==> src/rtl/text_console.sv <==
// Command-driven tram writer for the textmode display: owns the cursor, colours,
// scroll offset and the tram write port, and runs line / screen clears as a small FSM.
module text_console #(
    parameter int WORD      = 32,
    parameter int ADDRW     = 14,
    parameter int CIDXW     = 4,
    parameter int TRAM_HRES = 84,
    parameter int TRAM_VRES = 24
) (
    input  logic               clk,
    input  logic               rst_n,
    input  logic               cmd_valid,
    output logic               cmd_ready,
    input  logic [1:0]         cmd_op,
    input  logic [WORD-1:0]    cmd_data,
    output logic               tram_we,
    output logic [ADDRW-1:0]   tram_addr,
    output logic [WORD-1:0]    tram_data,
    output logic [ADDRW-1:0]   scroll_offs,
    output logic [ADDRW-1:0]   cur_x,
    output logic [ADDRW-1:0]   cur_y
);

    localparam int SIZE    = TRAM_HRES * TRAM_VRES;
    localparam int UCPW    = 21;
    localparam int UNUSEDW = WORD - 2 * CIDXW - UCPW;

    localparam logic [ADDRW:0]   SIZE_W   = (ADDRW+1)'(SIZE);
    localparam logic [ADDRW:0]   HRES_W   = (ADDRW+1)'(TRAM_HRES);
    localparam logic [ADDRW-1:0] HRES_M1  = ADDRW'(TRAM_HRES - 1);
    localparam logic [ADDRW-1:0] VRES_M1  = ADDRW'(TRAM_VRES - 1);
    localparam logic [ADDRW-1:0] SIZE_M1  = ADDRW'(SIZE - 1);
    localparam logic [15:0]      HRES_M16 = 16'(TRAM_HRES - 1);
    localparam logic [15:0]      VRES_M16 = 16'(TRAM_VRES - 1);

    localparam logic [1:0] OP_PUTC   = 2'd0;
    localparam logic [1:0] OP_CLEAR  = 2'd1;
    localparam logic [1:0] OP_SETCUR = 2'd2;
    localparam logic [1:0] OP_SETCOL = 2'd3;

    localparam logic [UCPW-1:0] UCP_CR    = 21'h0D;
    localparam logic [UCPW-1:0] UCP_LF    = 21'h0A;
    localparam logic [UCPW-1:0] UCP_SPACE = 21'h20;

    typedef enum logic [1:0] {IDLE, CLRLINE, CLRALL} state_t;

    state_t              state, state_n;
    logic [ADDRW-1:0]    cur_x_n, cur_y_n, scroll_offs_n;
    logic [ADDRW-1:0]    clr_cnt, clr_cnt_n, clr_base, clr_base_n;
    logic [CIDXW-1:0]    fg, fg_n, bg, bg_n;
    logic                tram_we_n;
    logic [ADDRW-1:0]    tram_addr_n;
    logic [WORD-1:0]     tram_data_n;

    logic [ADDRW:0]      lin_addr, scroll_sum;
    logic [ADDRW-1:0]    cell_addr, scroll_next;
    logic [WORD-1:0]     blank_word;
    logic [UCPW-1:0]     ucp;
    logic [15:0]         set_x, set_y;
    logic                newline, printable;

    // Sum stays below 2*SIZE, so one conditional subtract is a full modulo.
    assign lin_addr    = {1'b0, scroll_offs} + (ADDRW+1)'(cur_y) * HRES_W + {1'b0, cur_x};
    assign cell_addr   = ADDRW'((lin_addr >= SIZE_W) ? lin_addr - SIZE_W : lin_addr);
    assign scroll_sum  = {1'b0, scroll_offs} + HRES_W;
    assign scroll_next = ADDRW'((scroll_sum >= SIZE_W) ? scroll_sum - SIZE_W : scroll_sum);

    assign blank_word = {bg, fg, {UNUSEDW{1'b0}}, UCP_SPACE};
    assign ucp        = cmd_data[UCPW-1:0];
    assign set_x      = cmd_data[15:0];
    assign set_y      = cmd_data[31:16];
    assign cmd_ready  = (state == IDLE);

    always_comb begin
        state_n       = state;
        cur_x_n       = cur_x;
        cur_y_n       = cur_y;
        scroll_offs_n = scroll_offs;
        clr_cnt_n     = clr_cnt;
        clr_base_n    = clr_base;
        fg_n          = fg;
        bg_n          = bg;
        tram_we_n     = 1'b0;
        tram_addr_n   = tram_addr;
        tram_data_n   = tram_data;
        newline       = 1'b0;
        printable     = 1'b0;

        case (state)
            IDLE: begin
                if (cmd_valid) begin
                    case (cmd_op)
                        OP_PUTC: begin
                            if (ucp == UCP_CR) begin
                                cur_x_n = '0;
                            end else if (ucp == UCP_LF) begin
                                newline = 1'b1;
                            end else begin
                                printable   = 1'b1;
                                tram_we_n   = 1'b1;
                                tram_addr_n = cell_addr;
                                tram_data_n = {bg, fg, {UNUSEDW{1'b0}}, ucp};
                                if (cur_x == HRES_M1) begin
                                    cur_x_n = '0;
                                    newline = 1'b1;
                                end else begin
                                    cur_x_n = cur_x + 1'b1;
                                end
                            end
                        end
                        OP_CLEAR: begin
                            scroll_offs_n = '0;
                            cur_x_n       = '0;
                            cur_y_n       = '0;
                            tram_we_n     = 1'b1;
                            tram_addr_n   = '0;
                            tram_data_n   = blank_word;
                            clr_cnt_n     = ADDRW'(1);
                            state_n       = CLRALL;
                        end
                        OP_SETCUR: begin
                            cur_x_n = (set_x > HRES_M16) ? HRES_M1 : ADDRW'(set_x);
                            cur_y_n = (set_y > VRES_M16) ? VRES_M1 : ADDRW'(set_y);
                        end
                        OP_SETCOL: begin
                            bg_n = cmd_data[2*CIDXW-1:CIDXW];
                            fg_n = cmd_data[CIDXW-1:0];
                        end
                        default: ;
                    endcase

                    if (newline) begin
                        if (cur_y < VRES_M1) begin
                            cur_y_n = cur_y + 1'b1;
                        end else begin
                            // The old top row becomes the new bottom row and must be blanked.
                            scroll_offs_n = scroll_next;
                            clr_base_n    = scroll_offs;
                            state_n       = CLRLINE;
                            if (printable) begin
                                clr_cnt_n = '0;
                            end else begin
                                tram_we_n   = 1'b1;
                                tram_addr_n = scroll_offs;
                                tram_data_n = blank_word;
                                clr_cnt_n   = ADDRW'(1);
                            end
                        end
                    end
                end
            end
            CLRLINE: begin
                // clr_base is a whole row below SIZE, so base+cnt never wraps.
                tram_we_n   = 1'b1;
                tram_addr_n = clr_base + clr_cnt;
                tram_data_n = blank_word;
                clr_cnt_n   = clr_cnt + 1'b1;
                if (clr_cnt == HRES_M1) state_n = IDLE;
            end
            CLRALL: begin
                tram_we_n   = 1'b1;
                tram_addr_n = clr_cnt;
                tram_data_n = blank_word;
                clr_cnt_n   = clr_cnt + 1'b1;
                if (clr_cnt == SIZE_M1) state_n = IDLE;
            end
            default: state_n = IDLE;
        endcase
    end

    always_ff @(posedge clk or negedge rst_n) begin
        if (!rst_n) begin
            state       <= IDLE;
            cur_x       <= '0;
            cur_y       <= '0;
            scroll_offs <= '0;
            clr_cnt     <= '0;
            clr_base    <= '0;
            fg          <= '1;
            bg          <= '0;
            tram_we     <= 1'b0;
            tram_addr   <= '0;
            tram_data   <= '0;
        end else begin
            state       <= state_n;
            cur_x       <= cur_x_n;
            cur_y       <= cur_y_n;
            scroll_offs <= scroll_offs_n;
            clr_cnt     <= clr_cnt_n;
            clr_base    <= clr_base_n;
            fg          <= fg_n;
            bg          <= bg_n;
            tram_we     <= tram_we_n;
            tram_addr   <= tram_addr_n;
            tram_data   <= tram_data_n;
        end
    end

endmodule

==> config.mk <==
export PLATFORM = sky130hd
export DESIGN_NAME = text_console
export DESIGN_NICKNAME = d
export VERILOG_FILES = /design/src/rtl/text_console.sv
export SDC_FILE = /design/constraint.sdc
export NUM_CORES = 1
export LEC_CHECK = 0
export BUFFER_PORTS_ARGS = -buffer_cell sky130_fd_sc_hd__clkbuf_2
export CELL_PAD_IN_SITES_DETAIL_PLACEMENT = 1
export CELL_PAD_IN_SITES_GLOBAL_PLACEMENT = 2
export CORE_UTILIZATION = 39
export DETAILED_ROUTE_END_ITERATION = 10
export PLACE_DENSITY_LB_ADDON = 0.1
export SLEW_MARGIN = 10
export SYNTH_ARGS = -nofsm -noshare
export SYNTH_HDL_FRONTEND = slang
export SYNTH_SLANG_ARGS = --single-unit
==> constraint.sdc <==
create_clock -name clk -period 15.5 [get_ports clk]
set_clock_uncertainty 0.1 [all_clocks]
set_input_delay 3.875 -clock clk [delete_from_list [all_inputs] [get_ports clk]]
set_output_delay 3.875 -clock clk [all_outputs]
set_load 0.02 [all_outputs]
# Yosys cells after proc, flatten, opt, wreduce, memory -nomap -nowiden
# Index checks and enable logic that the tools add are counted.
# word_totals
reg_bits,127
out_inout_bits,90
# op_classes
add_sub_neg,9
n_mul,1
order_cmp,5
eq_ne,14
mux,60
n_bitwise,1
n_reduce_logical,13
# op_table
operator,n
14-bit 2-to-1 mux,22
32-bit 2-to-1 mux,6
32-bit case mux with 2 select lines,2
14-bit case mux with 2 select lines,3
14-bit case mux with 3 select lines,2
14-bit by 1-bit adder with 14-bit output (second input constant),3
21-bit by 4-bit equality test with 1-bit output (second input constant),2
15-bit by 11-bit >= comparator with 1-bit output (second input constant),2
14-bit by 7-bit equality test with 1-bit output (second input constant),2
14-bit by 11-bit subtractor with 14-bit output (second input constant),2
16-bit by 5-bit > comparator with 1-bit output (second input constant),1
16-bit by 7-bit > comparator with 1-bit output (second input constant),1
1-bit 2-to-1 mux,16
14-bit by 15-bit adder with 15-bit output,1
14-bit by 7-bit adder with 15-bit output (second input constant),1
15-bit by 14-bit adder with 15-bit output,1
14-bit adder,1
14-bit by 11-bit equality test with 1-bit output (second input constant),1
14-bit by 5-bit less-than comparator with 1-bit output (second input constant),1
14-bit by 5-bit multiplier with 13-bit output (second input constant),1
2-bit 2-to-1 mux,6
4-bit AND reduction,2
2-bit equality test (second input constant),3
2-bit != test (second input constant),3
11 further kinds,18

# Logic depth before layout (Yosys ltp)
# depth
word_depth,13
ltp_mapped,22
depth_no_buf,22

# Worst setup path after synthesis
# OpenSTA, ideal clock, no wires.
# synth_timing
path_type,input-to-reg
from,in cmd_data[11]
to,reg tram_addr[5]
arrival_ps,5779
required_ps,15266
setup_slack_ps,9487
cell_stages,9
path_buffers,1
cell_sequence,nor4_2 > nand4b_1 > nor4_2 > nand3_1 > buf_2 > o32ai_2 > o21ai_0 > a21oi_1 > o41ai_2
# synth_via
elab_chain_len,11
# synth_rtl
element,line,text
start: declaration,15,"input logic [WORD-1:0] cmd_data,"
21-bit by 4-bit equality test with 1-bit output,96,end else if (ucp == UCP_LF) begin
1-bit 2-to-1 mux,96,
1-bit 2-to-1 mux,94,if (ucp == UCP_CR) begin
1-bit 2-to-1 mux,92,case (cmd_op)
1-bit 2-to-1 mux,91,if (cmd_valid) begin
1-bit 2-to-1 mux,89,case (state)
14-bit 2-to-1 mux,140,if (printable) begin
14-bit 2-to-1 mux,133,if (cur_y < VRES_M1) begin
14-bit 2-to-1 mux *,132,if (newline) begin
14-bit 2-to-1 mux *,91,
14-bit case mux with 3 select lines *,89,
end signal: assignment,194,tram_addr <= tram_addr_n;
end: declaration,17,"output logic [ADDRW-1:0] tram_addr,"
# Mark *: on every way between the ends. The rest lies on a longest branch, timed or not. The select of a mux whose other input is x is not followed.
# A chain may end at the register's enable or synchronous reset.

# Worst setup path in the final report
# layout_timing
from,in cmd_data[11]
to,reg scroll_offs[11]
# layout_via
elab_chain_len,7
# layout_rtl
element,line,text
21-bit by 4-bit equality test with 1-bit output,96,
1-bit 2-to-1 mux,96,
1-bit 2-to-1 mux *,94,
1-bit 2-to-1 mux *,92,
1-bit 2-to-1 mux *,91,
1-bit 2-to-1 mux *,89,
14-bit 2-to-1 mux *,132,
end signal: assignment,188,scroll_offs <= scroll_offs_n;
end: declaration,19,"output logic [ADDRW-1:0] scroll_offs,"
# Marked as above.

==> impl_metrics.tcl <==
set metrics [dict create \
    run_status "complete, no violations" \
    p_leak_nw 5.32 \
    timing.rr.end "tram_addr[7]$_DFFE_PN0P_" \
    layout-drive-gt1-share 0.173 \
    slew_violations 0 \
    dpl.hpwl_um 24300 \
    synth_xor_area_frac 0.0359 \
    viasPerCell 5.82 \
    finalPower_w 0.00171 \
    cts.clk_slew.worst_paths_ns 0.06 \
    cts_root_buf "clkbuf_16" \
    cts-resized-gates 0 \
    rr_worst_depth 18 \
    yosysWarnings 0 \
    crit_path_end_kind "flop" \
    hold_end "clr_base[9]$_DFFE_PN0P_" \
    cts_tree "built" \
    ios 127 \
    final_cells 1556 \
    worstHoldPathCells 2 \
    cts_buffer_depth 2 \
    drc 0 \
    synth_cell_types 81 \
    wl_per_cell_um 21.2 \
    core_um2 24500 \
    max_freq_ghz 0.140 \
    areaGrowthSynthToFinish_pct 15.7 \
    cts_sinks 127 \
    cp.arrival_ns 7.41 \
    n_antenna_cell 0 \
    synth_area_um2 9760 \
    gp_congestion 0.811 \
    tightest_slew_ns 1.11 \
    final_common_cell "clkbuf_2" \
    grt_start_max_net_pins 69 \
    cts_max_level 4 \
    slew_headroom 0.253 \
    drtPass1Iterations 5 \
    synth-simple-area-share 0.174 \
    vias 9058 \
    r2r-start "cur_y[1]$_DFFE_PN0P_" \
    start_util 0.399 \
    antenna_found_initial 0 \
    cp-start-kind "input port" \
    cts_setup_buffers 0 \
    grt_pass1_vias 9261 \
    drt_iter0_markers 481 \
    cap_violations 0 \
    synth_top_family_by_area "compound AO/OA/AOI/OAI gates" \
    syn_avg_cell_area_um2 8.71 \
    finalSetupTns_ns 0 \
    placed_cells 1524 \
    antenna_left 0 \
    synth_ff_type "dfrtp_1" \
    drt_wl_total_um 32900 \
    track_usage 0.263 \
    synth_compound_area_frac 0.254 \
    powerDensity_nw_per_um2 152 \
    clock_latency_ns 0.43 \
    worstHoldPathType "reg -> reg" \
    setup_violations 0 \
    synth.area.mux_share 0.0269 \
    vdd_drop_max_mv 0.0591 \
    cp_max_fo 31 \
    syn_inst 1120 \
    die_y_um 160 \
    async_reset_ff_frac 1.00 \
    grt_pass1_wl_um 52800 \
    ys_seq_area_frac 0.326 \
    synth_edf_count 0 \
    die_width_um 160 \
    synthAdderAreaFrac 0.132 \
    nets 1346 \
    synth_seq_cells 127 \
    cts_buffers 17 \
    hold_start "clr_base[9]$_DFFE_PN0P_" \
    cts_hold_buf 0 \
    postSynthNetCount 1247 \
    dieArea_um2 25700 \
    fin_crit_ns 7.16 \
    hold_viol 0 \
    crit_required_ns 15.75 \
    io_buffers 126 \
    core.rowCount 57 \
    rsz0062_at_grt "false" \
    grt.overflow.total 0 \
    layout_common_cells "clkbuf_2 (125), dfrtp_1 (123), o21ai_0 (98)" \
    r2r_slack_ns 9.76 \
    fin_crit_sh 0.462 \
    critPathKind "in -> reg" \
]
==> flip-flops by register name (all words and copies together) (netlist names) <==
name / cells
tram_data: 32
tram_addr: 14
cur_y: 14
cur_x: 14
clr_cnt: 14
state: 2
fg: 4
bg: 4
scroll_offs: 14
tram_we: 1
clr_base: 14
==> synth_stat cells, types with 7 or more instances <==
cell / number / area (um^2)
o211ai_1: 12 / 90.1
nand4_1: 8 / 50.1
a22o_1: 39 / 342
inv_1: 73 / 274
o22ai_1: 8 / 50.1
and3_1: 15 / 93.8
clkbuf_1: 35 / 131
o21a_1: 9 / 67.6
or3_1: 9 / 56.3
and2_1: 19 / 119
mux2_2: 18 / 203
o21ai_1: 9 / 45.0
xor2_1: 10 / 87.6
nand2_1: 97 / 364
o21bai_1: 7 / 52.6
fa_1: 21 / 420
o21ai_0: 98 / 490
ha_1: 69 / 863
a211oi_1: 12 / 90.1
nor2_1: 81 / 304
xnor2_1: 30 / 263
a21o_1: 18 / 135
nor3_1: 35 / 175
buf_2: 10 / 50.1
nor4_1: 10 / 62.6
dfrtp_1: 123 / 3080
a22oi_1: 10 / 75.1
a21oi_1: 69 / 345
a31oi_1: 18 / 113
nor2b_1: 10 / 62.6
nand3_1: 31 / 155
==> cell families after synthesis <==
logic type               after synthesis
buffers and inverters                126
AO/OA/AOI/OAI                        368
AND/OR/NAND/NOR                      345
multiplexers                          24
adder cells (fa/ha/maj)               90
XOR/XNOR                              40
flip-flops                           127
==> worst max-delay path by stage <==
stage,startpoint,to,slack [ns],cells past startpoint
global placement,cmd_data[11],scroll_offs[11]$_DFFE_PN0P_,8.12,9
global route,cmd_data[11],scroll_offs[11]$_DFFE_PN0P_,8.06,9
floorplan,cmd_data[11],tram_addr[5]$_DFFE_PN0P_,9.49,9
finish,cmd_data[11],scroll_offs[11]$_DFFE_PN0P_,8.34,9
CTS,cmd_data[11],scroll_offs[11]$_DFFE_PN0P_,8.36,9
detailed placement,cmd_data[11],scroll_offs[11]$_DFFE_PN0P_,7.93,9
==> layer usage <==
metal  up-vias  share of wire  track usage
met1      4545           0.47        0.356
met3        33          0.035       0.0325
li1       4281              -            -
met4         0          0.015       0.0671
met5         -              0            0
met2       199           0.48        0.444
==> critical path, cell delays in order <==
cell      delay (ns)
clkbuf_2        0.10
nor4_2          0.34
nand4b_1        0.35
nor4_2          0.49
o21ai_1         0.16
nor2b_1         0.79
nand2_2         0.61
or3_1           0.51
a31oi_1         0.16
==> metrics by stage <==
stage	utilization	hold slack, ns	worst slack (ns)	area (um^2)
5_1_grt	0.462	0.408	8.06	11300
6_report	0.462	0.391	8.34	11300
2_1_floorplan	-	0.354	9.49	9760
3_5_place_dp	0.435	0.370	7.93	10600
3_3_place_gp	0.435	0.371	8.12	10600
4_1_cts	0.462	0.394	8.36	11300
==> where the power goes <==
part,switching (W),internal (W)
combinational,0.000472,0.000286
sequential,0.0000932,0.000405
clock,0.000181,0.000276
total,0.000746,0.000967
==> area by class of cell <==
type                    instances  area [um^2]
clock buffers                  17          425
clock inverters                15          225
fillers                      2908        13200
inverters                      73          274
multi-input cells             867         6090
flip-flops and latches        127         3180
well taps                     324          405
repair buffers                133          689
(Power assumes the default switching activity.)
